<file path="config.mk">
export PLATFORM = sky130hd
export DESIGN_NAME = huffman_block_ctrl
export DESIGN_NICKNAME = d
export VERILOG_FILES = /design/src/rtl/huffman_ctrl_pkg.sv /design/src/rtl/huffman_out_capture.sv /design/src/rtl/huffman_block_ctrl.sv
export SDC_FILE = /design/constraint.sdc
export NUM_CORES = 1
export LEC_CHECK = 0
export BUFFER_PORTS_ARGS = -buffer_cell sky130_fd_sc_hd__buf_2
export CORE_MARGIN = 2
export CORE_UTILIZATION = 45
export CTS_CLUSTER_DIAMETER = 50
export CTS_CLUSTER_SIZE = 30
export DETAILED_ROUTE_END_ITERATION = 16
export PLACE_DENSITY = 0.75
export SETUP_SLACK_MARGIN = 0.05
export SLEW_MARGIN = 20
export SYNTH_ARGS = -nofsm -noshare
export SYNTH_HDL_FRONTEND = slang
export SYNTH_SLANG_ARGS = --single-unit
export TNS_END_PERCENT = 20
</file>
<file path="constraint.sdc">
create_clock -name clk -period 2.45 [get_ports clk]
set_input_delay 0.245 -clock clk [delete_from_list [all_inputs] [get_ports clk]]
set_output_delay 0.245 -clock clk [all_outputs]
set_load 0.05 [all_outputs]
</file>
<file path="src/rtl/huffman_ctrl_pkg.sv">
// Shared types and widths for the Huffman encoder block sequencer.
package huffman_ctrl_pkg;

  localparam int unsigned BYTE_W = 8;
  localparam int unsigned ENC_W  = 16;

  typedef enum logic [2:0] {
    ST_IDLE   = 3'd0,
    ST_PRIME  = 3'd1,
    ST_FEED   = 3'd2,
    ST_DRAIN  = 3'd3,
    ST_FINISH = 3'd4
  } ctrl_state_t;

endpackage

</file>
<file path="src/rtl/huffman_out_capture.sv">
// Captures encoder output words into a valid/ready register; tracks overflow
// and a saturating per-block word count.
module huffman_out_capture
  import huffman_ctrl_pkg::*;
#(
  parameter int unsigned CNT_W = 16
) (
  input  logic             clk,
  input  logic             rst,
  input  logic             capture_en,
  input  logic             clear,
  input  logic             word_rdy,
  input  logic [ENC_W-1:0] word_in,
  output logic             m_valid,
  output logic [ENC_W-1:0] m_data,
  input  logic             m_ready,
  output logic             overflow,
  output logic [CNT_W-1:0] word_count
);

  logic take;

  assign take = capture_en && word_rdy;

  always_ff @(posedge clk or posedge rst) begin
    if (rst) begin
      m_valid    <= 1'b0;
      m_data     <= '0;
      overflow   <= 1'b0;
      word_count <= '0;
    end else begin
      if (take) begin
        m_data  <= word_in;
        m_valid <= 1'b1;
      end else if (m_valid && m_ready) begin
        m_valid <= 1'b0;
      end

      // clear only fires from IDLE, where capture is disabled
      if (clear) begin
        overflow   <= 1'b0;
        word_count <= '0;
      end else if (take) begin
        if (m_valid && !m_ready) overflow <= 1'b1;
        if (word_count != '1) word_count <= word_count + 1'b1;
      end
    end
  end

endmodule

</file>
<file path="src/rtl/huffman_block_ctrl.sv">
// Block sequencer for the 8-in/16-out Huffman encoder.
// Optional HUFF_CTRL_STATS_EN adds a block_cycles counter port.
module huffman_block_ctrl
  import huffman_ctrl_pkg::*;
#(
  parameter int unsigned BLOCK_LEN    = 8,
  parameter int unsigned DRAIN_CYCLES = 12,
  parameter int unsigned CNT_W        = 16
) (
  input  logic              clk,
  input  logic              rst,
  input  logic              start,
  input  logic              abort,
  output logic              busy,
  output logic              done,
  input  logic              s_valid,
  input  logic [BYTE_W-1:0] s_data,
  output logic              s_ready,
  output logic              enc_enable,
  output logic              enc_in_enable,
  output logic [BYTE_W-1:0] enc_data,
  input  logic              enc_out_rdy,
  input  logic [ENC_W-1:0]  enc_data_out,
  output logic              m_valid,
  output logic [ENC_W-1:0]  m_data,
  input  logic              m_ready,
  output logic              overflow,
  output logic [CNT_W-1:0]  word_count
`ifdef HUFF_CTRL_STATS_EN
  ,
  output logic [CNT_W-1:0]  block_cycles
`endif
);

  ctrl_state_t      state_q, state_d;
  logic [CNT_W-1:0] byte_cnt;
  logic [CNT_W-1:0] drain_cnt;
  logic             accept, start_go, last_byte, drain_done, capture_en;

  assign accept     = s_valid && s_ready;
  assign start_go   = (state_q == ST_IDLE) && start && !abort;
  assign last_byte  = (byte_cnt == CNT_W'(BLOCK_LEN - 1));
  assign drain_done = !enc_out_rdy && (drain_cnt == CNT_W'(DRAIN_CYCLES - 1));

  always_ff @(posedge clk or posedge rst) begin
    if (rst) state_q <= ST_IDLE;
    else     state_q <= state_d;
  end

  always_comb begin
    state_d    = state_q;
    busy       = (state_q != ST_IDLE);
    done       = 1'b0;
    s_ready    = 1'b0;
    enc_enable = 1'b0;
    capture_en = 1'b0;
    case (state_q)
      ST_IDLE: if (start_go) state_d = ST_PRIME;
      ST_PRIME: begin
        enc_enable = 1'b1;
        capture_en = 1'b1;
        state_d    = ST_FEED;
      end
      ST_FEED: begin
        enc_enable = 1'b1;
        capture_en = 1'b1;
        s_ready    = 1'b1;
        if (accept && last_byte) state_d = ST_DRAIN;
      end
      ST_DRAIN: begin
        enc_enable = 1'b1;
        capture_en = 1'b1;
        if (drain_done) state_d = ST_FINISH;
      end
      ST_FINISH: begin
        done    = 1'b1;
        state_d = ST_IDLE;
      end
      default: state_d = ST_IDLE;
    endcase
    if (abort && (state_q != ST_IDLE)) state_d = ST_IDLE;
  end

  // enc_data/enc_in_enable are registered: one-cycle latency to the encoder
  always_ff @(posedge clk or posedge rst) begin
    if (rst) begin
      byte_cnt      <= '0;
      drain_cnt     <= '0;
      enc_data      <= '0;
      enc_in_enable <= 1'b0;
    end else begin
      enc_in_enable <= 1'b0;
      if (abort || (state_q == ST_IDLE)) begin
        byte_cnt  <= '0;
        drain_cnt <= '0;
      end else begin
        if ((state_q == ST_FEED) && accept) begin
          enc_data      <= s_data;
          enc_in_enable <= 1'b1;
          byte_cnt      <= last_byte ? '0 : byte_cnt + 1'b1;
        end
        if (state_q == ST_DRAIN) begin
          if (enc_out_rdy || drain_done) drain_cnt <= '0;
          else                           drain_cnt <= drain_cnt + 1'b1;
        end
      end
    end
  end

`ifdef HUFF_CTRL_STATS_EN
  always_ff @(posedge clk or posedge rst) begin
    if (rst)                                                block_cycles <= '0;
    else if (start_go)                                      block_cycles <= '0;
    else if ((state_q != ST_IDLE) && (block_cycles != '1)) block_cycles <= block_cycles + 1'b1;
  end
`endif

  huffman_out_capture #(
    .CNT_W(CNT_W)
  ) u_capture (
    .clk        (clk),
    .rst        (rst),
    .capture_en (capture_en),
    .clear      (start_go),
    .word_rdy   (enc_out_rdy),
    .word_in    (enc_data_out),
    .m_valid    (m_valid),
    .m_data     (m_data),
    .m_ready    (m_ready),
    .overflow   (overflow),
    .word_count (word_count)
  );

endmodule

</file>
**After elaboration in Yosys (flattened, before gate mapping)**

Cells that the tools add are included.

- Bits in registers: 78
- Bits of input ports: 31
- Output and inout port bits: 47
- Word-level logic and storage cells: 75

- Reduce and logical (&&, ||, !) cells: 28
- Bitwise gates (word level): 1
- $add $sub $neg: 3
- Equality and inequality tests: 10
- Muxes and demuxes: 24

Operator list:

| operator | count |
|---|---|
| $mux 16 | 9 |
| $add 16x1->16 const B | 3 |
| $eq 16x3->1 const B | 1 |
| $eq 16x4->1 const B | 1 |
| $ne 16x16->1 const B | 1 |
| $mux 3 | 4 |
| $pmux 3 s4 | 1 |
| $reduce_bool 2->1 | 6 |
| $logic_and 1x1->1 | 10 |
| $mux 1 | 10 |
| $eq 3x2->1 const B | 2 |
| $ne 3x3->1 const B | 2 |
| $reduce_and 2->1 | 3 |
| $eq 3x1->1 const B | 1 |
| $eq 3x3->1 const B | 1 |
| $logic_not 1->1 | 3 |
| $logic_not 3->1 | 1 |
| $ne 3x2->1 const B | 1 |
| $reduce_and 3->1 | 1 |
| $reduce_bool 3->1 | 1 |
| $reduce_or 3->1 | 1 |
| $logic_or 1x1->1 | 2 |
| $not 1->1 | 1 |

**Logic depth before layout (Yosys ltp)**

- Depth after elaboration: 7
- Gate-level depth with buffers: 8
- Mapped depth without buffers: 6

**Modules after synthesis**

A second synthesis with hierarchy kept.

- Cell total of the unflattened synthesis: 377
- Area, all modules: 3921.3 um^2

By module, submodules not included:

| module | cells an instance | sequential area each (um^2) | area each (um^2) | instances |
|---|---|---|---|---|
| huffman_block_ctrl | 238 | 1101.1 | 2363.5 | 1 |
| huffman_out_capture | 139 | 850.8 | 1557.7 | 1 |

**Worst setup path after synthesis**

No wires, ideal clock.

- Path type: register to register
- Start point: reg u_capture.word_count[0]
- End point: reg u_capture.word_count[2]
- Library setup time: 0.099 ns
- Path buffers: 0
- Stages on the path, launching flop included: 6
- Arrival: 2.019 ns
- Period minus slack after synthesis: 2.119 ns
- Data required time: 2.351 ns
- Path slack: 0.331 ns
- Cells stage by stage: dfrtp_1 ha_1 nand3_1 nor4_1 nor2_1 a311oi_1

- Cells in the longest elaborated chain, start to end: 4
- Elaborated cells on any way between the ends: 7
- Those cells by class: add/sub: 1; eq/ne: 1; mux: 3; reduce/logical: 2

RTL lines:

| what | RTL line | source |
|---|---|---|
| from (decl) | huffman_out_capture.sv:18 | `output logic [CNT_W-1:0] word_count` |
| from (signal assigned) | huffman_out_capture.sv:45 | `if (word_count != '1) word_count <= word_count + 1'b1;` |
| $add 16x1->16 | huffman_out_capture.sv:45 |  |
| $mux 16 | huffman_out_capture.sv:45 |  |
| $mux 16 | huffman_out_capture.sv:43 | `end else if (take) begin` |
| $mux 16 | huffman_out_capture.sv:40 | `if (clear) begin` |

Several ways; a longest one is shown, not always the timed one. The select of a mux whose other input is x is not followed.
A chain may end at the register's enable or synchronous reset.

**Worst setup path in the final report**

- Start point: reg drain_cnt[0]
- End point: reg drain_cnt[13]

- Cells in the longest elaborated chain, start to end: 6
- Elaborated cells on any way between the ends: 7
- Those cells by class: add/sub: 1; eq/ne: 1; mux: 3; reduce/logical: 2

RTL lines:

| what | RTL line | source |
|---|---|---|
| from (decl) | huffman_block_ctrl.sv:37 | `logic [CNT_W-1:0] drain_cnt;` |
| from (signal assigned) | huffman_block_ctrl.sv:104 | `else drain_cnt <= drain_cnt + 1'b1;` |
| parallel branches: the longest is 3 deep, another holds $add 16x1->16 | - |  |
| $mux 16 * | huffman_block_ctrl.sv:103 | `if (enc_out_rdy \|\| drain_done) drain_cnt <= '0;` |
| $mux 16 * | huffman_block_ctrl.sv:102 | `if (state_q == ST_DRAIN) begin` |
| $mux 16 * | huffman_block_ctrl.sv:93 | `if (abort \|\| (state_q == ST_IDLE)) begin` |

Every way passes the cells marked *. The select of a mux whose other input is x is not followed.

==> flow_summary.toml <==
[status]
status = "finished, final reports clean"

[sta]
fin_tns_setup_ns = 0
min_period_ns = 2.08
fin_worst_skew_ns = 0.00742
finalMaxSlewViolations = 0
rsz0062_at_grt = "false"
setup_viol = 0
finalHoldViolCount = 0
worstMarginPinSlew_ns = 0.934
layout_worst_path_cycle_share_pct = 84.7
max_freq_ghz = 0.482
max-slew-margin-rel_pct = 37.7

[logic_synthesis]
yosys-top-cells-area = "dfrtp_1 50%, mux2_2 6.9%, nor2_1 3.8%"
yosysTopAreaCell = "dfrtp_1"
syn_nets = 411
ys_seq_elements = 78
ys_types = 56
synth_top_flop_cell = "dfrtp_1"
ys_seq_area_share_pct = 50.1
yosys_warnings = 0
synth-simple-area-share_pct = 22.1
syn_inst = 377
synth_edf_count = 0
synth_top_family_by_area = "simple AND/OR/NAND/NOR gates"
synth_area_um2 = 3900
synthAdderAreaFrac_pct = 0.963
synth-xor-area-share_pct = 4.69
synth_compound_area_share_pct = 11.5
syn-mean-instance-area_um2 = 10.3
muxShareOfSynthArea_pct = 7.19
synthArstFlopShare_pct = 100
yosysTopAreaCellShare_pct = 50.1

[critical_path]
path_max_fanout = 9
crit_slowest_cell = "or3_4"
worstReg2RegEnd = "drain_cnt[13]"
start_kind = "flop"
critPathMaxStageDelay_ns = 0.42
r2r_slack_ns = 0.37
path_cells = "ha_1 -> nor4b_1 -> and4_1 -> or3_4 -> or2_4 -> o31ai_2"
critPathKind = "reg2reg"
worstPathRequired_ns = 2.71
end_kind = "flop"
critPathArrivalTime_ns = 2.34
r2r_start = "drain_cnt[0]"
ff2ff_path_depth = 6

[die]
dieWidth_um = 97.1
num_io_pins = 78
core_area_um2 = 8300
rows = 33
dieArea_um2 = 9420
start_util_pct = 46.9
die_y_um = 97.1

[placement]
hpwl_mm = 5.88
port_buffers = 77
gp_congestion = 0.967

[clock_network]
htree_levels = 3
cts_buffers = 9
insertion_delay_ns = 0.35
clk_pin_slew_worst_paths_ns = 0.08
cts_tree = "done"
cts_sinks = 78
root_buffer = "clkbuf_8"
clock_path_buffers = 2

[power_and_ir_drop]
finalPower_mw = 4.56
leakage_nw = 2.03
pwr_density_cell_nw_per_um2 = 1000
irDropWorstVdd_mv = 0.670

[global_routing]
grt-ovfl-total = 0
grt_pass1_vias = 3133
grt_antenna_before_repair = 0
grt_pass1_wl_mm = 14.3
grt_max_degree = 52
grt_usage_pct = 18.3

[hold_path]
hold_end = "u_capture.m_valid"
hp-start = "m_ready"
hp-class = "in2reg"
whs_path_depth = 2

[detailed_routing]
wl_mm = 8.12
dr.pass1.iters = 4
vias_per_cell = 5.68
first_iter_violations = 181
routedWlPerCell_um = 14.3
vias = 3228
drc = 0
ant_nets = 0

[final_layout]
final_nets = 493
drive_gt1_share_pct = 30.2
fillers = 749
area_growth_pct = 17.0
post-route-util_pct = 54.9
diodes = 0

[run]
maxCapViolations = 0
[flip-flops by register name, indices dropped and copies added (netlist names)]
register,count
byte_cnt,16
u_capture.word_count,16
drain_cnt,16
u_capture.m_data,16
u_capture.m_valid,1
enc_data,8
u_capture.overflow,1
state_q,3
enc_in_enable,1
[per-layer routing]
metal / vias to the layer above / share of wire, % / track usage [%]
met5: - / 0 / 0
met4: 0 / 2.0 / 5.96
met3: 15 / 6.0 / 5.97
met2: 99 / 47 / 28.6
met1: 1578 / 45 / 24.2
li1: 1536 / - / -
[repair_timing]
item	CTS	global route
endpoints found under the hold margin	27	0
hold buffers	1	0
setup buffers	0	0
gates resized for setup	0	0
[per-stage QoR]
step                area (um^2)  setup slack, ns  cells  hold slack [ns]
finish                     4560            0.374    568           0.0935
detailed placement         4380            0.367    552            0.353
floorplan                  3900            0.210    377            0.341
global placement           4380            0.466    552            0.351
global route               4560            0.186    568           0.0949
CTS                        4560            0.378    568           0.0898
[cell usage in the layout, fill, tap and decap left out, types with 3 or more instances in the layout]
master and n:
inv_1 11, clkbuf_8 10, and2_1 4, o21ai_0 19, a31oi_1 10, nand4_1 13, mux2_2 24, dfrtp_1 78
ha_1 3, xnor2_1 16, nor2_1 39, a22o_1 3, a21oi_1 13, and4_1 4, buf_4 5, nand3_1 15
nor4b_1 5, a211oi_1 5, nand2_1 29, a21o_1 6, xor2_1 3, or3_1 3, nor4_1 12, buf_2 77
nor3_1 11
[logic make-up after synthesis]
family | count (synthesis)
mux | 25
fa+ha+maj | 3
simple gates | 157
flops | 78
compound gates | 69
buf+inv | 25
xor+xnor | 20
[worst max path at each step]
stage / from / to / slack [ns] / depth (start not counted)
floorplan: rst / byte_cnt[0] / 0.21 / 1
global placement: drain_cnt[0] / drain_cnt[11] / 0.47 / 6
global route: byte_cnt[0] / byte_cnt[12] / 0.19 / 6
CTS: drain_cnt[0] / drain_cnt[13] / 0.38 / 6
detailed placement: drain_cnt[0] / drain_cnt[13] / 0.37 / 6
finish: drain_cnt[0] / drain_cnt[13] / 0.37 / 6
[area by class of cell]
cell class	count	area (um^2)	share of cell area, %
Multi-Input combinational cell	274	1810	39.7
Clock inverter	3	21.3	0.467
Inverter	12	45.0	0.988
Sequential cell	78	1950	42.8
Clock buffer	12	145	3.19
Tap cell	105	131	2.88
Timing Repair Buffer	84	453	9.94
[synth_stat cells, types with 3 or more instances]
cell type / n
a21o_1: 6
ha_1: 3
o21ai_0: 19
xnor2_1: 16
nand2_1: 29
nor4b_1: 5
a22o_1: 3
inv_1: 12
nor4_1: 12
buf_6: 3
nand4_1: 13
nor3_1: 11
and2_1: 4
mux2_2: 24
a21oi_1: 13
dfrtp_1: 78
a211oi_1: 5
or3_1: 3
a31oi_1: 10
buf_2: 7
nor2_1: 39
and4_1: 4
xor2_1: 3
nand3_1: 15
[critical path: cells and delay by family (launching register included)]
kind            cells  cell delay [ns]
fa+ha+maj           1             0.26
compound gates      1             0.18
flops               1             0.41
simple gates        4             1.14
[where the power goes]
group / internal [mW] / switching (mW) / total, mW
registers: 1.55 / 0.165 / 1.71
clock network: 0.391 / 0.448 / 0.838
logic: 0.553 / 1.46 / 2.02
(Power assumes the default switching activity.)
